[config.mk]
export PLATFORM = sky130hd
export DESIGN_NAME = hamming_decoder
export DESIGN_NICKNAME = d
export VERILOG_FILES = /design/src/rtl/hamming_decoder.sv
export SDC_FILE = /design/constraint.sdc
export NUM_CORES = 1
export LEC_CHECK = 0
export CAP_MARGIN = 40
export CORE_AREA = 2 2 86 88
export CTS_CLUSTER_SIZE = 10
export DETAILED_ROUTE_END_ITERATION = 10
export DIE_AREA = 0 0 88 90
export GPL_ROUTABILITY_DRIVEN = 0
export PLACE_DENSITY = 0.71
export SYNTH_ARGS = -nofsm -noshare
export SYNTH_HDL_FRONTEND = slang
export SYNTH_SLANG_ARGS = --single-unit
[constraint.sdc]
create_clock -name CLK -period 2.48 [get_ports CLK]
set_clock_uncertainty 0.05 [all_clocks]
set_input_delay 0.372 -clock CLK [delete_from_list [all_inputs] [get_ports CLK]]
set_output_delay 0.372 -clock CLK [all_outputs]
set_load 0.01 [all_outputs]
[src/rtl/hamming_decoder.sv]
// SEC-DED Hamming(16,11) decoder with valid/ready handshake.
// Fixed 3-edge latency, held result, and saturating error counters.
module hamming_decoder #(
  parameter int CNT_W = 8
) (
  input  logic             CLK,
  input  logic             Reset,
  input  logic [7:0]       MSW,
  input  logic [7:0]       LSW,
  input  logic             in_valid,
  output logic             in_ready,
  output logic [7:0]       regA,
  output logic [7:0]       regB,
  output logic [1:0]       status,
  output logic             out_valid,
  input  logic             out_ready,
  input  logic             cnt_clear,
  output logic [CNT_W-1:0] sec_cnt,
  output logic [CNT_W-1:0] ded_cnt
);

  typedef enum logic [1:0] {
    IDLE,
    CALC,
    FIX,
    HOLD
  } state_t;

  state_t state_q;
  state_t state_d;

  logic [15:0] code;
  logic [3:0]  syn;
  logic        par;
  logic [3:0]  syn_c;
  logic [15:0] fixed;
  logic [1:0]  stat_c;
  logic        handoff;

  localparam logic [CNT_W-1:0] CNT_MAX = '1;

  always_ff @(posedge CLK or posedge Reset) begin
    if (Reset) state_q <= IDLE;
    else       state_q <= state_d;
  end

  always_comb begin
    state_d   = state_q;
    in_ready  = 1'b0;
    out_valid = 1'b0;
    unique case (state_q)
      IDLE: begin
        in_ready = 1'b1;
        if (in_valid) state_d = CALC;
      end
      CALC: state_d = FIX;
      FIX:  state_d = HOLD;
      HOLD: begin
        out_valid = 1'b1;
        if (out_ready) state_d = IDLE;
      end
      default: state_d = IDLE;
    endcase
  end

  assign handoff = (state_q == HOLD) && out_ready;

  always_comb begin
    syn_c = 4'd0;
    for (int k = 1; k < 16; k++) begin
      if (code[k]) syn_c = syn_c ^ 4'(k);
    end
  end

  // p0-only errors leave the data untouched but still count as corrected
  always_comb begin
    fixed  = code;
    stat_c = 2'b00;
    unique case ({syn != 4'd0, par})
      2'b00: stat_c = 2'b00;
      2'b01: stat_c = 2'b01;
      2'b11: begin
        fixed[syn] = ~code[syn];
        stat_c     = 2'b01;
      end
      2'b10: stat_c = 2'b10;
      default: stat_c = 2'b00;
    endcase
  end

  always_ff @(posedge CLK or posedge Reset) begin
    if (Reset) begin
      code   <= '0;
      syn    <= '0;
      par    <= 1'b0;
      regA   <= '0;
      regB   <= '0;
      status <= '0;
    end else begin
      unique case (state_q)
        IDLE: if (in_valid) code <= {MSW, LSW};
        CALC: begin
          syn <= syn_c;
          par <= ^code;
        end
        FIX: begin
          regA   <= {5'b0, fixed[15:13]};
          regB   <= {fixed[12:9], fixed[7:5], fixed[3]};
          status <= stat_c;
        end
        default: ;
      endcase
    end
  end

  always_ff @(posedge CLK or posedge Reset) begin
    if (Reset) begin
      sec_cnt <= '0;
      ded_cnt <= '0;
    end else if (cnt_clear) begin
      sec_cnt <= '0;
      ded_cnt <= '0;
    end else if (handoff) begin
      if (status == 2'b01 && sec_cnt != CNT_MAX) sec_cnt <= sec_cnt + 1'b1;
      if (status == 2'b10 && ded_cnt != CNT_MAX) ded_cnt <= ded_cnt + 1'b1;
    end
  end

endmodule

==> results of run 1 <==
-- state kept, by name (all words and copies together) (netlist names) --
| register | cells |
|---|---|
| syn | 4 |
| sec_cnt | 8 |
| status | 2 |
| ded_cnt | 8 |
| code | 16 |
| state_q | 2 |
| par | 1 |
| regB | 8 |
| regA | 3 |
-- cells in the mapped netlist (3+ instances only) --
master	count	area share
inv_1	7	0.0097
ha_1	7	0.032
and3_1	6	0.014
buf_4	5	0.014
mux2_2	19	0.079
xnor2_1	38	0.12
xor2_1	12	0.039
a21oi_1	16	0.030
nor2_1	39	0.054
dfrtp_1	52	0.48
nand2_1	8	0.011
clkbuf_1	7	0.0097
nor3_1	3	0.0056
nand3_1	4	0.0074
-- layout make-up --
class,count,area [sq um]
multi-input combinational,182,1310
sequential,52,1300
tap,99,124
clock buffer,6,72.6
inverter,7,26.3
timing repair buffer,54,546
fill,654,3630
clock inverter,1,5.00
-- power groups by stage --
stage          Combinational [mW]  Clock (mW)  Sequential [mW]
2_1_floorplan                1.78           0             1.50
3_3_place_gp                 2.31           0             1.54
3_5_place_dp                 2.35           0             1.54
4_1_cts                      2.37       0.476             1.53
5_1_grt                      2.58       0.516             1.58
6_report                     2.34       0.462             1.53
-- critical path: stages (launching register included) --
cell and delay, ns:
dfrtp_1 0.42, inv_1 0.13, ha_1 0.20, clkdlybuf4s50_1 0.54
-- kinds of logic after synthesis --
family / after synthesis / share of synthesized area
flops: 52 / 0.483
fa+ha+maj: 7 / 0.0325
buf+inv: 21 / 0.0362
simple gates: 73 / 0.128
mux: 22 / 0.0923
xor+xnor: 52 / 0.174
other cells: 1 / 0.00139
compound gates: 23 / 0.0524
-- layer usage --
metal  global-route usage  up-vias  wire (um)
li1                     -      928          -
met5                    0        -          0
met4               0.0308        0         46
met2                0.211       50       2380
met3               0.0422        7        308
met1                0.179      881       2260
-- final timing paths --
check                           start    endpoint  slack [ns]  cells past startpoint
min in group CLK              regB[3]     regB[3]        0.47                      2
max                        state_q[0]    in_ready        0.46                      3
max in group asynchronous       Reset  ded_cnt[7]        1.51                      3
max reg2reg                ded_cnt[0]  ded_cnt[7]        0.73                      6
min reg2reg                   regB[3]     regB[3]        0.47                      2
min                             Reset     regB[2]        0.35                      2
==> results_dict.tcl, run 1 <==
set metrics [dict create \
    syn_avg_cell_area_sq_um 10.7 \
    post-place-ws_ns 0.454 \
    syn2layout_area_growth_pct 25.6 \
    path_max_fanout 4 \
    cts-root-buf "clkbuf_8" \
    initial_core_util 0.384 \
    wirelength_um 4990 \
    post_cts_buffers 0 \
    hold_buffers 0 \
    grt_pass1_wl_um 8340 \
    synth_ff_type "dfrtp_1" \
    synth_enable_flop_cells 0 \
    placed_area_sq_um 3310 \
    fp.coreArea_sq_um 7020 \
    cts.sinks 52 \
    dp.final_hpwl_um 3730 \
    antenna_cells 0 \
    slew-limit-headroom 0.622 \
    drtPass1Iterations 4 \
    setup_tns_ns 0 \
    power_mw 4.33 \
    cts_tree "done" \
    dp.cells 394 \
    stdcell_count 401 \
    yosysSeqAreaShare 0.483 \
    max_freq_mhz 496 \
    final_util 0.482 \
    h-tree-depth 2 \
    start_kind "register" \
    grt_pass1_vias 1732 \
    cts_buffers 5 \
    drive_above_1_share 0.113 \
    pwr-share-clk 0.107 \
    vdd_ir_drop_max_v 0.000714 \
    cp.required_ns 2.06 \
    p_sw_mw 1.63 \
    rsz0062_at_grt "no" \
    clockBufferDepth 2 \
    fin_area_sq_um 3390 \
    worstHoldPathType "input pin to asynchronous set/reset pin" \
    clk_latency_ns 0.31 \
    p_comb_frac 0.540 \
    status "completed" \
    port_buffers 51 \
    ys_types 30 \
    antenna_found_initial 0 \
    max_cap_viol_count 0 \
    seqPwrFrac 0.353 \
    worstSetupPathType "register to output port" \
    hold_slack_ns 0.345 \
    arrival_ns 1.59 \
    intPower_mw 2.70 \
    drcViolationCount 0 \
    syn_area_sq_um 2700 \
    ioPinCount 57 \
    yosysWarnings 0 \
    setup_slack_ns 0.463 \
    grt.total_usage 0.134 \
    slew_viol_final 0 \
    wl_per_cell_um 12.4 \
    die_x_um 88 \
    placementRows 31 \
    finalSetupViolations 0 \
    final_cell_mix "dfrtp_1, clkdlybuf4s50_1, nor2_1" \
    cp-end-kind "output port" \
    die_area_sq_um 7920 \
    overflow 0 \
    async_flop_share 1.00 \
    syn_inst 251 \
    ys_ff_latch 52 \
    first_iter_violations 91 \
    finalHoldViolations 0 \
    final_nets 330 \
    die_h_um 90 \
    clkTransAtPathRegs_ns 0.09 \
    ant_nets 0 \
    final.min_clock_period_ns 2.02 \
    num_vias 1866 \
    period_share 0.813 \
    cts_resized 0 \
    cellLeakagePower_nw 1.39 \
    worst_pin_slew_ns 0.564 \
    via_per_inst 4.65 \
    grt_max_degree 32 \
    power_density_nw_per_um2 1280 \
    layout_commonest_cell "dfrtp_1" \
    p_sw_frac 0.376 \
]
(Power assumes the default switching activity.)
==> run 2, diff against run 1 <==
==> constraint.sdc (replaced) <==
create_clock -name CLK -period 2.1 [get_ports CLK]
set_clock_uncertainty 0.05 [all_clocks]
set_input_delay 0.315 -clock CLK [delete_from_list [all_inputs] [get_ports CLK]]
set_output_delay 0.315 -clock CLK [all_outputs]
set_load 0.01 [all_outputs]
==> results_dict.tcl, run 2 (same netlist as run 1, synthesis figures left out) <==
set metrics [dict create \
    status "completed" \
    top_register "code" \
    clk_latency_ns 0.31 \
    antenna_found_initial 0 \
    initial_core_util 0.384 \
    slowest_stage "clkdlybuf4s50_1" \
    ioPinCount 57 \
    crit_chain "inv_1, ha_1, clkdlybuf4s50_1" \
    wirelength_um 5110 \
    clockBufferDepth 2 \
    rsz0062_at_grt "no" \
    finalSetupViolations 0 \
    ant_nets 0 \
    start_kind "register" \
    port_buffers 51 \
    vdd_ir_drop_max_v 0.000702 \
    period_share 0.941 \
    setup_tns_ns 0 \
    cts.sinks 52 \
    stdcell_count 402 \
    r2r-end "sec_cnt[7]" \
    max_cap_viol_count 0 \
    cts_buffers 5 \
    overflow 0 \
    final.min_clock_period_ns 1.98 \
    finalHoldViolations 0 \
    worst_pin_slew_ns 0.566 \
    power_density_nw_per_um2 1540 \
    crit_family "buffers and inverters" \
    grt_max_degree 32 \
    critical_path_depth 3 \
    grt_pass1_wl_um 8800 \
    die_x_um 88 \
    syn2layout_area_growth_pct 26.7 \
    r2r_slack_ns 0.30 \
    die_h_um 90 \
    slew_viol_final 0 \
    largest_register_ff_count 16 \
    seq_area_sq_um 1300 \
    drtPass1Iterations 5 \
    dp.cells 394 \
    worstReg2RegStart "sec_cnt[0]" \
    post_cts_buffers 0 \
    dp.final_hpwl_um 3850 \
    path_max_fanout 4 \
    hold_slack_ns 0.285 \
    layout_commonest_cell "dfrtp_1" \
    arrival_ns 1.61 \
    r2r_cells 6 \
    drcViolationCount 0 \
    num_vias 1907 \
    drive_above_1_share 0.116 \
    cellLeakagePower_nw 1.41 \
    cpPeakStageDelay_ns 0.55 \
    worstSetupPathType "register to output port" \
    slew-limit-headroom 0.621 \
    final_cell_mix "dfrtp_1, clkdlybuf4s50_1, nor2_1" \
    cts_tree "done" \
    h-tree-depth 2 \
    cp_num_buf_inv 2 \
    final_nets 330 \
    grt.total_usage 0.139 \
    cp-end-kind "output port" \
    nFillCells 649 \
    multi_input_area_sq_um 1310 \
    wl_per_cell_um 12.7 \
    first_iter_violations 70 \
    die_area_sq_um 7920 \
    hold_buffers 0 \
    clkTransAtPathRegs_ns 0.10 \
    cp.required_ns 1.74 \
    via_per_inst 4.74 \
    fp.coreArea_sq_um 7020 \
    worstHoldPathType "input pin to asynchronous set/reset pin" \
    antenna_cells 0 \
    cts-root-buf "clkbuf_8" \
    max_freq_mhz 506 \
    placementRows 31 \
    grt_pass1_vias 1889 \
    cts_resized 0 \
]
==> run 2: cell types whose count changed in the layout (fill, tap and decap cells not counted) <==
cell and delta:
bufinv_16 +1
==> run 2: power breakdown <==
group          switching [mW]  internal (mW)
combinational            1.18           1.58
sequential              0.427           1.38
clock                   0.337          0.354
total                    1.94           3.32
==> run 2: metrics by stage <==
step,setup slack (ns),util,instance area [sq um],power [mW]
global placement,0.164,0.471,3310,4.54
CTS,0.113,0.487,3420,5.32
finish,0.124,0.487,3420,5.26
floorplan,0.321,-,2710,3.88
detailed placement,0.109,0.471,3310,4.63
global route,0.0391,0.487,3420,5.68
==> run 2: layout make-up <==
type	instances	area share
Tap cell	99	0.0363
Sequential cell	52	0.381
Inverter	7	0.00769
Multi-Input combinational cell	182	0.384
Clock inverter	2	0.0103
Timing Repair Buffer	54	0.160
Clock buffer	6	0.0212
==> run 2: how the worst max path moves through the flow <==
stage                          start  slack (ns)          to
after global placement     out_ready        0.16  ded_cnt[7]
after CTS                 state_q[0]        0.11    in_ready
final                     state_q[0]        0.12    in_ready
after global routing      state_q[0]        0.04    in_ready
after detailed placement   out_ready        0.11  sec_cnt[7]
after floorplan           state_q[0]        0.32     code[0]
==> run 2: worst reg2reg max path, stage by stage, from the launching register on <==
cell      delay [ns]
dfrtp_1         0.43
ha_1            0.23
and4_1          0.21
a211oi_1        0.38
nand4_1         0.17
xor2_1          0.15
nor2_1          0.05
==> run 2: layer usage <==
layer | vias to the layer above | track usage | share of wire
li1 | 927 | - | -
met1 | 918 | 0.183 | 0.45
met2 | 55 | 0.228 | 0.48
met3 | 7 | 0.0349 | 0.051
met4 | 0 | 0.0346 | 0.012
met5 | - | 0 | 0
